### config.mk
export PLATFORM = sky130hd
export DESIGN_NAME = lc3_fetch_stage_flat
export DESIGN_NICKNAME = d
export VERILOG_FILES = /design/src/rtl/lc3_fetch_stage_pkg.sv /design/src/rtl/lc3_fetch_stage_if.sv /design/src/rtl/lc3_fetch_stage_pc_reg.sv /design/src/rtl/lc3_fetch_stage.sv /design/src/flat_wrapper.sv
export SDC_FILE = /design/constraint.sdc
export NUM_CORES = 1
export LEC_CHECK = 0
export ABC_CLOCK_PERIOD_IN_PS = 2630
export BUFFER_PORTS_ARGS = -buffer_cell sky130_fd_sc_hd__buf_2
export CAP_MARGIN = 10
export CORE_AREA = 2 2 107 78
export DETAILED_ROUTE_END_ITERATION = 8
export DIE_AREA = 0 0 109 80
export GPL_TIMING_DRIVEN = 0
export MAX_ROUTING_LAYER = met4
export PLACE_DENSITY = 0.75
export SLEW_MARGIN = 20
export SYNTH_ARGS = -nofsm -noshare
export SYNTH_HDL_FRONTEND = slang
export SYNTH_SLANG_ARGS = --single-unit
### constraint.sdc
create_clock -name clock -period 2.63 [get_ports clock]
set_clock_uncertainty 0.05 [all_clocks]
set_input_delay 0.3945 -clock clock [delete_from_list [all_inputs] [get_ports clock]]
set_output_delay 0.3945 -clock clock [all_outputs]
set_load 0.02 [all_outputs]
### src/rtl/lc3_fetch_stage_pkg.sv
// Shared types and constants for the LC-3 fetch stage.
package fetch_stage_pkg;

    typedef logic [15:0] word_t;

    // Fetch controller states, in request-lifecycle order.
    typedef enum logic [1:0] {
        IDLE = 2'd0,
        REQ  = 2'd1,
        WAIT = 2'd2,
        HOLD = 2'd3
    } fetch_state_t;

    localparam word_t LC3_RESET_PC = 16'h3000;

    // Wide enough for the largest legal timeout (255 cycles).
    localparam int TIMEOUT_W = $clog2(255 + 1);

endpackage

### src/rtl/lc3_fetch_stage_if.sv
// Instruction-memory read port between the fetch stage and instruction memory.
//
// Handshake: the fetch stage raises instrmem_rd for exactly one cycle with
// imem_addr valid in that same cycle; there is no ready/backpressure.
// Memory answers some cycles later with a one-cycle imem_rvalid pulse and
// imem_rdata valid in that same cycle. At most one read is outstanding, so
// a response always belongs to the most recent strobe. The fetch stage
// ignores any imem_rvalid that arrives while it is not waiting.
interface lc3_fetch_stage_if;
    import fetch_stage_pkg::*;

    logic  instrmem_rd;
    word_t imem_addr;
    logic  imem_rvalid;
    word_t imem_rdata;

    modport master (
        output instrmem_rd,
        output imem_addr,
        input  imem_rvalid,
        input  imem_rdata
    );

    modport slave (
        input  instrmem_rd,
        input  imem_addr,
        output imem_rvalid,
        output imem_rdata
    );

endinterface

### src/rtl/lc3_fetch_stage_pc_reg.sv
// Program counter register with its +1 adder and target/sequential mux.
module lc3_pc_reg
    import fetch_stage_pkg::*;
#(
    parameter word_t RESET_PC = LC3_RESET_PC
) (
    input  logic  clock,
    input  logic  reset,
    input  logic  enable_updatePC,
    input  logic  br_taken,
    input  word_t taddr,
    output word_t pc,
    output word_t npc
);

    // Sequential successor; wraps FFFF -> 0000 naturally at 16 bits.
    assign npc = pc + 16'd1;

    // PC advances or redirects only when the controller enables an update.
    always_ff @(posedge clock or posedge reset) begin
        if (reset) begin
            pc <= RESET_PC;
        end else if (enable_updatePC) begin
            pc <= br_taken ? taddr : npc;
        end
    end

endmodule

### src/rtl/lc3_fetch_stage.sv
// LC-3 fetch stage: owns the PC, issues one instruction read at a time,
// holds the returned instruction for decode and drops stale responses.
module lc3_fetch_stage
    import fetch_stage_pkg::*;
#(
    parameter word_t RESET_PC       = LC3_RESET_PC,
    // Legal range 2..255.
    parameter int    TIMEOUT_CYCLES = 16
) (
    input  logic                     clock,
    input  logic                     reset,
    input  logic                     enable_updatePC,
    input  logic                     enable_fetch,
    input  word_t                    taddr,
    input  logic                     br_taken,
    output word_t                    pc,
    output word_t                    npc,
    lc3_fetch_stage_if.master        imem,
    output word_t                    instr,
    output word_t                    instr_pc,
    output logic                     instr_valid,
    output logic                     imem_timeout,
    output fetch_state_t             state_dbg
);

    // Value of the wait counter during the last WAIT cycle before giving up.
    localparam logic [TIMEOUT_W-1:0] TIMEOUT_LAST = TIMEOUT_W'(TIMEOUT_CYCLES - 1);

    fetch_state_t           state;
    fetch_state_t           state_next;
    word_t                  req_addr;
    logic                   squash;
    logic [TIMEOUT_W-1:0]   wait_cnt;
    logic                   rsp_accept;
    logic                   rsp_drop;
    logic                   rsp_timeout;

    lc3_pc_reg #(
        .RESET_PC (RESET_PC)
    ) u_pc_reg (
        .clock           (clock),
        .reset           (reset),
        .enable_updatePC (enable_updatePC),
        .br_taken        (br_taken),
        .taddr           (taddr),
        .pc              (pc),
        .npc             (npc)
    );

    assign state_dbg = state;

    // State register.
    always_ff @(posedge clock or posedge reset) begin
        if (reset) begin
            state <= IDLE;
        end else begin
            state <= state_next;
        end
    end

    // Next-state logic; an abandoned or stale read goes straight back to REQ
    // only while fetching is still permitted.
    always_comb begin
        state_next = state;
        case (state)
            IDLE: begin
                if (enable_fetch) state_next = REQ;
            end
            REQ: begin
                state_next = WAIT;
            end
            WAIT: begin
                if (rsp_accept) begin
                    state_next = HOLD;
                end else if (rsp_drop || rsp_timeout) begin
                    state_next = enable_fetch ? REQ : IDLE;
                end
            end
            HOLD: begin
                if (enable_updatePC) state_next = enable_fetch ? REQ : IDLE;
            end
            default: begin
                state_next = IDLE;
            end
        endcase
    end

    // Outputs and response classification; rvalid only matters in WAIT, and
    // a response is stale if any PC update happened since the strobe or in
    // the response cycle itself.
    always_comb begin
        imem.instrmem_rd = 1'b0;
        imem.imem_addr   = '0;
        rsp_accept       = 1'b0;
        rsp_drop         = 1'b0;
        rsp_timeout      = 1'b0;
        case (state)
            REQ: begin
                imem.instrmem_rd = 1'b1;
                imem.imem_addr   = pc;
            end
            WAIT: begin
                if (imem.imem_rvalid) begin
                    if (squash || enable_updatePC) begin
                        rsp_drop = 1'b1;
                    end else begin
                        rsp_accept = 1'b1;
                    end
                end else if (wait_cnt == TIMEOUT_LAST) begin
                    rsp_timeout = 1'b1;
                end
            end
            default: begin
            end
        endcase
    end

    // Per-request bookkeeping: requested address, stale flag and wait count.
    always_ff @(posedge clock or posedge reset) begin
        if (reset) begin
            req_addr <= '0;
            squash   <= 1'b0;
            wait_cnt <= '0;
        end else begin
            case (state)
                REQ: begin
                    req_addr <= pc;
                    squash   <= enable_updatePC;
                    wait_cnt <= '0;
                end
                WAIT: begin
                    wait_cnt <= wait_cnt + 1'b1;
                    if (enable_updatePC) squash <= 1'b1;
                end
                default: begin
                end
            endcase
        end
    end

    // Instruction hold register presented to decode.
    always_ff @(posedge clock or posedge reset) begin
        if (reset) begin
            instr       <= '0;
            instr_pc    <= '0;
            instr_valid <= 1'b0;
        end else if (rsp_accept) begin
            instr       <= imem.imem_rdata;
            instr_pc    <= req_addr;
            instr_valid <= 1'b1;
        end else if (state == HOLD && enable_updatePC) begin
            instr_valid <= 1'b0;
        end
    end

    // One-cycle timeout pulse, coinciding with the re-issue cycle.
    always_ff @(posedge clock or posedge reset) begin
        if (reset) begin
            imem_timeout <= 1'b0;
        end else begin
            imem_timeout <= rsp_timeout;
        end
    end

endmodule
### src/flat_wrapper.sv
// flat-port wrapper written by rule: the top's interface ports become plain ports
module lc3_fetch_stage_flat import fetch_stage_pkg::*;
#(
    parameter word_t RESET_PC       = LC3_RESET_PC,
                          
    parameter int    TIMEOUT_CYCLES = 16
)
  (clock, reset, enable_updatePC, enable_fetch, taddr, br_taken, pc, npc, instr, instr_pc, instr_valid, imem_timeout, state_dbg, imem_instrmem_rd, imem_imem_addr, imem_imem_rvalid, imem_imem_rdata);
  lc3_fetch_stage_if imem_i ();
  input  logic clock;
  input  logic reset;
  input  logic enable_updatePC;
  input  logic enable_fetch;
  input  word_t taddr;
  input  logic br_taken;
  output word_t pc;
  output word_t npc;
  output word_t instr;
  output word_t instr_pc;
  output logic instr_valid;
  output logic imem_timeout;
  output fetch_state_t state_dbg;
  output wire logic [$bits(imem_i.instrmem_rd)-1:0] imem_instrmem_rd;
  output wire logic [$bits(imem_i.imem_addr)-1:0] imem_imem_addr;
  input wire logic [$bits(imem_i.imem_rvalid)-1:0] imem_imem_rvalid;
  input wire logic [$bits(imem_i.imem_rdata)-1:0] imem_imem_rdata;
  assign imem_instrmem_rd = imem_i.instrmem_rd;
  assign imem_imem_addr = imem_i.imem_addr;
  assign imem_i.imem_rvalid = imem_imem_rvalid;
  assign imem_i.imem_rdata = imem_imem_rdata;
  lc3_fetch_stage #(.RESET_PC(RESET_PC), .TIMEOUT_CYCLES(TIMEOUT_CYCLES)) u_core (.clock(clock), .reset(reset), .enable_updatePC(enable_updatePC), .enable_fetch(enable_fetch), .taddr(taddr), .br_taken(br_taken), .pc(pc), .npc(npc), .imem(imem_i), .instr(instr), .instr_pc(instr_pc), .instr_valid(instr_valid), .imem_timeout(imem_timeout), .state_dbg(state_dbg));
endmodule
* After elaboration in Yosys (flattened, before gate mapping)
Cells that the tools add are included. W data, S select, Z words.
Word-level totals: register bits after elaboration 77, input port bits 38, output and inout port bits 85
Cells by class: $add $sub $neg 2, eq/ne operators 8, mux-type cells 23, reduce and logical (&&, ||, !) cells 8
Operator list (count):
- $mux W16 | 2
- $add A16 B1 Y16 const B | 1
- $pmux W8 S2 | 1
- $mux W1 | 14
- $add A8 B1 Y8 const B | 1
- $eq A8 B4 Y1 const B | 1
- $mux W2 | 4
- $pmux W2 S4 | 1
- $ne A2 B2 Y1 const B | 3
- $eq A2 B2 Y1 const B | 2
- $reduce_bool A2 Y1 | 2
- $ne A3 B1 Y1 const B | 1
- $reduce_and A3 Y1 | 1
- $eq A2 B1 Y1 const B | 1
- $logic_not A2 Y1 | 1
- $logic_or A1 B1 Y1 | 2
- $pmux W1 S2 | 1
- $reduce_and A2 Y1 | 1
- $logic_and A1 B1 Y1 | 1

* Logic depth before layout (Yosys ltp)
Gate-level depths: netlist of the first run.
depth after elaboration 8, depth in mapped cells 8

* Cells and area by module
From an unflattened synthesis of the first run, not the netlist that was laid out.
Unflattened totals: cell total of the unflattened synthesis 333, area total of the unflattened synthesis 3828.7 µm²
By module, submodules not included:
- lc3_fetch_stage | times used 1, cells an instance 198, area an instance 2655.0 µm²
- lc3_pc_reg | times used 1, cells an instance 135, area an instance 1173.6 µm²

* Worst setup path before layout of the first run
No wires, ideal clock.
path kind register -> output, from reg u_core.u_pc_reg.pc[0], to out npc[12], data arrival time 1906 ps, data required time 2186 ps, path slack 279 ps, stages on the path, launching flop included 5, path buffers 0, path through dfrtp_1 > ha_1 > nand3_4 > or4_4 > xnor2_1
On the way: longest elaborated chain between the ends 1
RTL lines:
- start: declaration | line lc3_fetch_stage_pc_reg.sv:12 | output word_t pc,
- start signal: assignment | line lc3_fetch_stage_pc_reg.sv:24 | pc <= br_taken ? taddr : npc;
- $add A16 B1 Y16 | line lc3_fetch_stage_pc_reg.sv:17 | assign npc = pc + 16'd1;
- end: declaration | line flat_wrapper.sv:17 | output word_t npc;
Every way passes these cells.

* Worst setup path in the final report of the first run
from reg u_core.u_pc_reg.pc[8], to out npc[12]
Same word-level chain as after synthesis.

==> metrics.txt, run 1 <==
Row Count=27; buffer levels on the longest clock path=2; crit share post-route=96.5%; wire per inst=16.7 um; post-DP HPWL=6950 um; Worst-Margin Slew=roughly 0.67 ns; Slew Limit Fails=0; worst vdd ir=0.000565 V; clock buffer count from CTS=9; vias in the first global route=3,089; 1st-pass router iterations=4; initial antenna violation count=0; worst reg-to-reg path cell count=7; Max Fclk=394 MHz; Setup Viol. Count Final=0; Antenna diodes=0; status=finished clean; Worst-path clk slew=0.08 ns; Cell variety after synth=46; Worst path max stage delay=0.52 ns; max-cap viol count=0; Crit Path Class=reg2out; Tot GR Track Use=24.2%; Critical Path AT=2.09 ns; Hold Crit Class=in2async; Pwr per Cell Area=1070 nW/um2; Mapped Nets=383; Setup WS post-layout=0.0915 ns; Die X-Extent=between 100 and 150 um; sequential area share after synthesis=50.7%; clk_lat worst skew=between 0.3 and 0.4 ns; Avg Vias per Cell=5.43; remaining global-route overflow=0; clock sink count=a little under 80; design area=about 4800 um2; hold buffers post-CTS=0; WHS=0.0270 ns; global-route wire length before repair=15,400 um; Req. time, crit path=2.19 ns; buffer and inverter count on the worst path=2; GPL Wtd Cong=0.851; drc violations=0; share of cells above drive strength 1=45.1%; Crit. path cell count=5; Avg Synthesized Cell Area=about 11 um2; io pins=123; dpl ws=0.232 ns; die area=a little under 9000 um2; Slew headroom=55.4%; RSZ-0062 raised after global routing=no; Port Buffer Count=around 120; Post-synth EDFFs=0; Cells after Synth=338; Starting Density=around half; mapped cell area=3800 um2; delay-heaviest family, CP=simple AND/OR/NAND/NOR gates; minimum clock period=2.54 ns; WL final=between 9000 and 10,000 um; critical path fanouts, max=8; crit-path cells=clkbuf_2 -> nand4_1 -> or4_4 -> xnor2_1 -> buf_2; most common cell after layout, fill and taps aside=buf_2; CTS Root Cell=clkbuf_8; via count=3,136; Worst path slowest cell=or4_4; Leak Pwr=2.37 nW; Critical Path Start Type=flip-flop; nets@finish=517; DR iter-0 viols=151; H-tree levels=3; die height=80 um; CTS tree=done; Top FF cell, synth=dfrtp_1; YS warnings=0; Final Hold Viols=0; fin util=63.2%; async set or reset register ratio after synthesis=between 90% and 100%; largest net degree at the start of global routing=41; flops & latches, synth=77; placed cell area=4560 um2; Area Overhead vs Synth=27.4%; core box area=7670 um2; most frequent cells in the layout=buf_2, dfrtp_1, mux2_2; CP endpoint kind=primary output; ANT nets after route=0
==> final timing paths <==
path                                           to  slack, ns             startpoint
max                                       npc[12]       0.09  u_core.u_pc_reg.pc[8]
min                               u_core.instr[4]       0.03                  reset
max reg2reg                    u_core.instr_pc[6]       0.22    u_core.state_dbg[0]
min reg2reg                    u_core.instr_valid       0.44     u_core.instr_valid
max in group asynchronous  u_core.u_pc_reg.pc[13]       1.87                  reset
min in group clock          u_core.u_pc_reg.pc[8]       0.22               taddr[8]
==> worst register-to-register path, stage by stage (launching register included) <==
cell     delay (ns)
dfrtp_1        0.43
inv_1          0.15
ha_1           0.17
buf_2          0.22
nand2_1        0.13
nor3_4         0.41
buf_2          0.37
mux2_2         0.37
==> logic make-up after synthesis <==
family | count (synthesis) | synth area share [%]
buffers and inverters | 38 | 3.98
and+or+nand+nor | 95 | 14.3
adders and majority gates | 7 | 2.30
xor gates and xnor gates | 15 | 3.46
AOI/OAI and AO/OA | 54 | 9.91
DFF | 77 | 50.7
muxes | 52 | 15.3
==> Yosys cell counts (all sizes together), types with 5 or more instances <==
master	count	area, um2
nor3	5	36.3
xnor2	7	61.3
clkbuf	14	53.8
dfrtp	75	1880
a22o	8	70.1
a21oi	10	50.1
and2	17	106
nand2	19	71.3
nand3	8	57.6
o311ai	6	60.1
ha	7	87.6
inv	17	63.8
o21ai	15	75.1
buf	7	33.8
and3	6	37.5
xor2	8	70.1
mux2	48	541
nor2	16	60.1
==> routing by layer <==
metal  track usage [%]  share of wire, %
met5                 -                 0
met4              7.18               1.3
met3              6.29               7.3
met2              35.8                47
met1              32.8                45
==> timing repair <==
action / CTS / global route
gates resized for setup: 6 / 5
setup endpoints to repair: 9 / 19
buffers inserted: 1 / 2
cloned: 0 / 0
==> registers in the layout, summed over array words and instances, names as in the netlist <==
name	count
u_core.wait_cnt	8
u_core.imem_timeout	1
u_core.squash	1
u_core.instr_pc	16
u_core.instr_valid	1
u_core.instr	16
u_core.state_dbg	2
u_core.req_addr	16
u_core.u_pc_reg.pc	16
==> per-stage QoR <==
| step | std cells | TNS, ns | total power, mW |
|---|---|---|---|
| 6_report | 578 | 0 | 5.19 |
| 3_3_place_gp | 560 | -49.93 | 4.03 |
| 4_1_cts | 578 | 0 | 5.21 |
| 3_5_place_dp | 561 | 0 | 4.11 |
| 5_1_grt | 578 | 0 | 5.50 |
| 2_1_floorplan | 338 | 0 | 3.37 |
==> power breakdown <==
| group | total (mW) | leakage [nW] | internal (mW) | switching, mW |
|---|---|---|---|---|
| Clock | 1.08 | 0.121 | 0.656 | 0.421 |
| Combinational | 2.19 | 1.30 | 0.901 | 1.29 |
| Sequential | 1.92 | 0.949 | 1.63 | 0.289 |
==> final cells by class <==
cell class | count | area (um2)
flip-flops and latches | 77 | 1930
repair buffers | 125 | 648
clock inverters | 4 | 95.1
inverters | 17 | 66.3
multi-input cells | 223 | 1750
well taps | 101 | 126
plain buffers | 19 | 82.6
fillers | 660 | 2820
clock buffers | 12 | 145
No activity file was read; power rests on OpenSTA's default activity.
==> run 2: changes to the inputs <==
--- a/config.mk
+++ b/config.mk
@@ -6,14 +6,14 @@
 export NUM_CORES = 1
 export LEC_CHECK = 0
 export ABC_CLOCK_PERIOD_IN_PS = 2630
-export BUFFER_PORTS_ARGS = -buffer_cell sky130_fd_sc_hd__buf_2
 export CAP_MARGIN = 10
-export CORE_AREA = 2 2 107 78
+export CORE_AREA = 2 2 103 75
 export DETAILED_ROUTE_END_ITERATION = 8
-export DIE_AREA = 0 0 109 80
+export DIE_AREA = 0 0 105 77
+export DONT_BUFFER_PORTS = 1
 export GPL_TIMING_DRIVEN = 0
 export MAX_ROUTING_LAYER = met4
-export PLACE_DENSITY = 0.75
+export PLACE_DENSITY = 0.66
 export SLEW_MARGIN = 20
 export SYNTH_ARGS = -nofsm -noshare
 export SYNTH_HDL_FRONTEND = slang
==> run 2 against run 1 <==
- global-route usage up 0.19 points
- fmax down 1.6%
- flip-flop and latch count unchanged
- combinational power shrank 36%
- cell area down 10%
- count of clock-buffer cells in the layout is 2 lower
- cell count is 21% lower
- setup slack got worse by 0.042 ns
- first-iteration DRC count is 26% lower
- clock power shrank 16%
==> metrics.txt, run 2 (synthesis gave the netlist of run 1 again) <==
clock sink count=77 (unchanged); Avg Vias per Cell=5.94 (+9.5%); remaining global-route overflow=0 (unchanged); fin cells=457 (-21%); buffer levels on the longest clock path=2 (unchanged); Cells after DPL=437 (-22%); Leak Pwr=1.90 nW (-20%); Antenna diodes=0 (unchanged); die area=8090 um2 (-7.3%); worst vdd ir=0.000528 V (-6.5%); fin util=61.2% (-2.0 points); die height=77 um (-3.8%); clock buffer count from CTS=9 (unchanged); DR iter-0 viols=112 (-26%); Worst-path clk slew=0.08 ns (about the same); RSZ-0062 raised after global routing=yes; CTS tree=done; WL final=9210 um (-4.3%); Total Power=4.67 mW (-10%); clk_lat worst skew=0.35 ns (about the same); Critical Path Start Type=flip-flop; largest net degree at the start of global routing=57 (+39%); Starting Density=53.6% (+4.0 points); Final Hold Viols=0 (unchanged); Row Count=26 (-3.7%); R2R Setup Slk=0.18 ns (-0.04 ns); GPL Wtd Cong=0.807 (-5.1%); most common cell after layout, fill and taps aside=dfrtp_1; dpl ws=0.0427 ns (-0.190 ns); Max Fclk=388 MHz (-1.6%); initial antenna violation count=0 (unchanged); Worst-Margin Slew=0.828 ns (+0.159 ns); io pins=123 (unchanged); Worst path slowest cell=dfrtp_1; CP endpoint kind=primary output; Area Overhead vs Synth=14.1%; Req. time, crit path=2.19 ns (about the same); ANT nets after route=0 (unchanged); Critical Path AT=2.14 ns (+0.05 ns); Tot GR Track Use=24.4% (+0.19 points); design area=4340 um2 (-10%); nets@finish=399 (-23%); status=finished clean; Pwr per Cell Area=1080 nW/um2 (+0.51%); Setup Viol. Count Final=0 (unchanged); Slew headroom=44.8% (-11 points); post-DP HPWL=6360 um (-8.5%); core box area=7090 um2 (-7.5%); via count=2,715 (-13%); CTS Root Cell=clkbuf_8; Slew Limit Fails=0 (unchanged); crit share post-route=98.1% (+1.6 points); max-cap viol count=0 (unchanged); delay-heaviest family, CP=simple AND/OR/NAND/NOR gates; Crit Path Class=reg2out; Hold Crit Class=in2reg; Die X-Extent=105 um (-3.7%); buffer and inverter count on the worst path=0 (-2); vias in the first global route=2,645 (-14%); 1st-pass router iterations=6 (+2); share of cells above drive strength 1=30.1% (-15 points); Worst path max stage delay=0.68 ns (+0.16 ns); global-route wire length before repair=14,600 um (-5.7%); drc violations=0 (unchanged); placed cell area=3960 um2 (-13%); wire per inst=20.2 um (+21%); critical path fanouts, max=9 (+1); Port Buffer Count=0 (-100%); Setup WS post-layout=0.0497 ns (-0.0418 ns); H-tree levels=3 (unchanged); minimum clock period=2.58 ns (+0.0418 ns); most frequent cells in the layout=dfrtp_1, mux2_2, nand2_1; crit-path cells=nand4_2 -> nor4_4 -> xor2_2
[run 2: worst reg2reg max path: stages, from the launching register on]
cell and delay [ns]:
dfrtp_1 0.50, inv_1 0.18, ha_1 0.16, buf_2 0.21, nand2_1 0.11, nor3_4 0.38, buf_2 0.37, mux2_2 0.37
[run 2: worst paths after layout]
check	startpoint	end	cells past startpoint
worst max-delay path	u_core.u_pc_reg.pc[3]	npc[15]	3
worst min-delay path	taddr[0]	u_core.u_pc_reg.pc[0]	2
worst max register to register	u_core.state_dbg[0]	u_core.instr_pc[11]	7
worst min register to register	u_core.req_addr[11]	u_core.instr_pc[11]	1
max in group asynchronous	reset	u_core.u_pc_reg.pc[12]	3
min in group asynchronous	reset	u_core.state_dbg[0]	2
[run 2: timing repair]
item | in CTS | in global routing
hold endpoints to repair | 21 | 0
gates resized for setup | 19 | 13
hold buffers | 1 | 0
endpoints found under the setup margin | 23 | 18
buffers inserted | 2 | 1
pin swaps | 1 | 2
[run 2: routing by layer]
layer	track usage [%]	vias to the layer above	part of all wire (%)
met4	6.93	0	0.98
met1	33.1	1380	45
met5	-	-	0
li1	-	1219	-
met3	7.65	7	7.0
met2	35.6	109	47
[run 2: area by class of cell]
cell class | count | area (um2)
fill | 604 | 2750
clock inverter | 6 | 62.6
clock buffer | 10 | 138
inverter | 17 | 66.3
sequential | 77 | 1930
tap | 98 | 123
buffer | 21 | 97.6
timing repair buffer | 5 | 60.1
multi-input combinational | 223 | 1860
[run 2: through the flow]
stage | hold WS (ns) | TNS, ns
2_1_floorplan | 0.425 | 0
3_3_place_gp | 0.434 | -46.51
3_5_place_dp | 0.203 | 0
4_1_cts | 0.117 | 0
5_1_grt | 0.114 | -0.0837
6_report | 0.130 | 0
[run 2: report_power, final]
| group | internal (mW) | total, mW | switching (mW) |
|---|---|---|---|
| logic | 0.626 | 1.40 | 0.769 |
| clock network | 0.463 | 0.909 | 0.446 |
| registers | 1.63 | 2.37 | 0.740 |
| total | 2.72 | 4.67 | 1.96 |
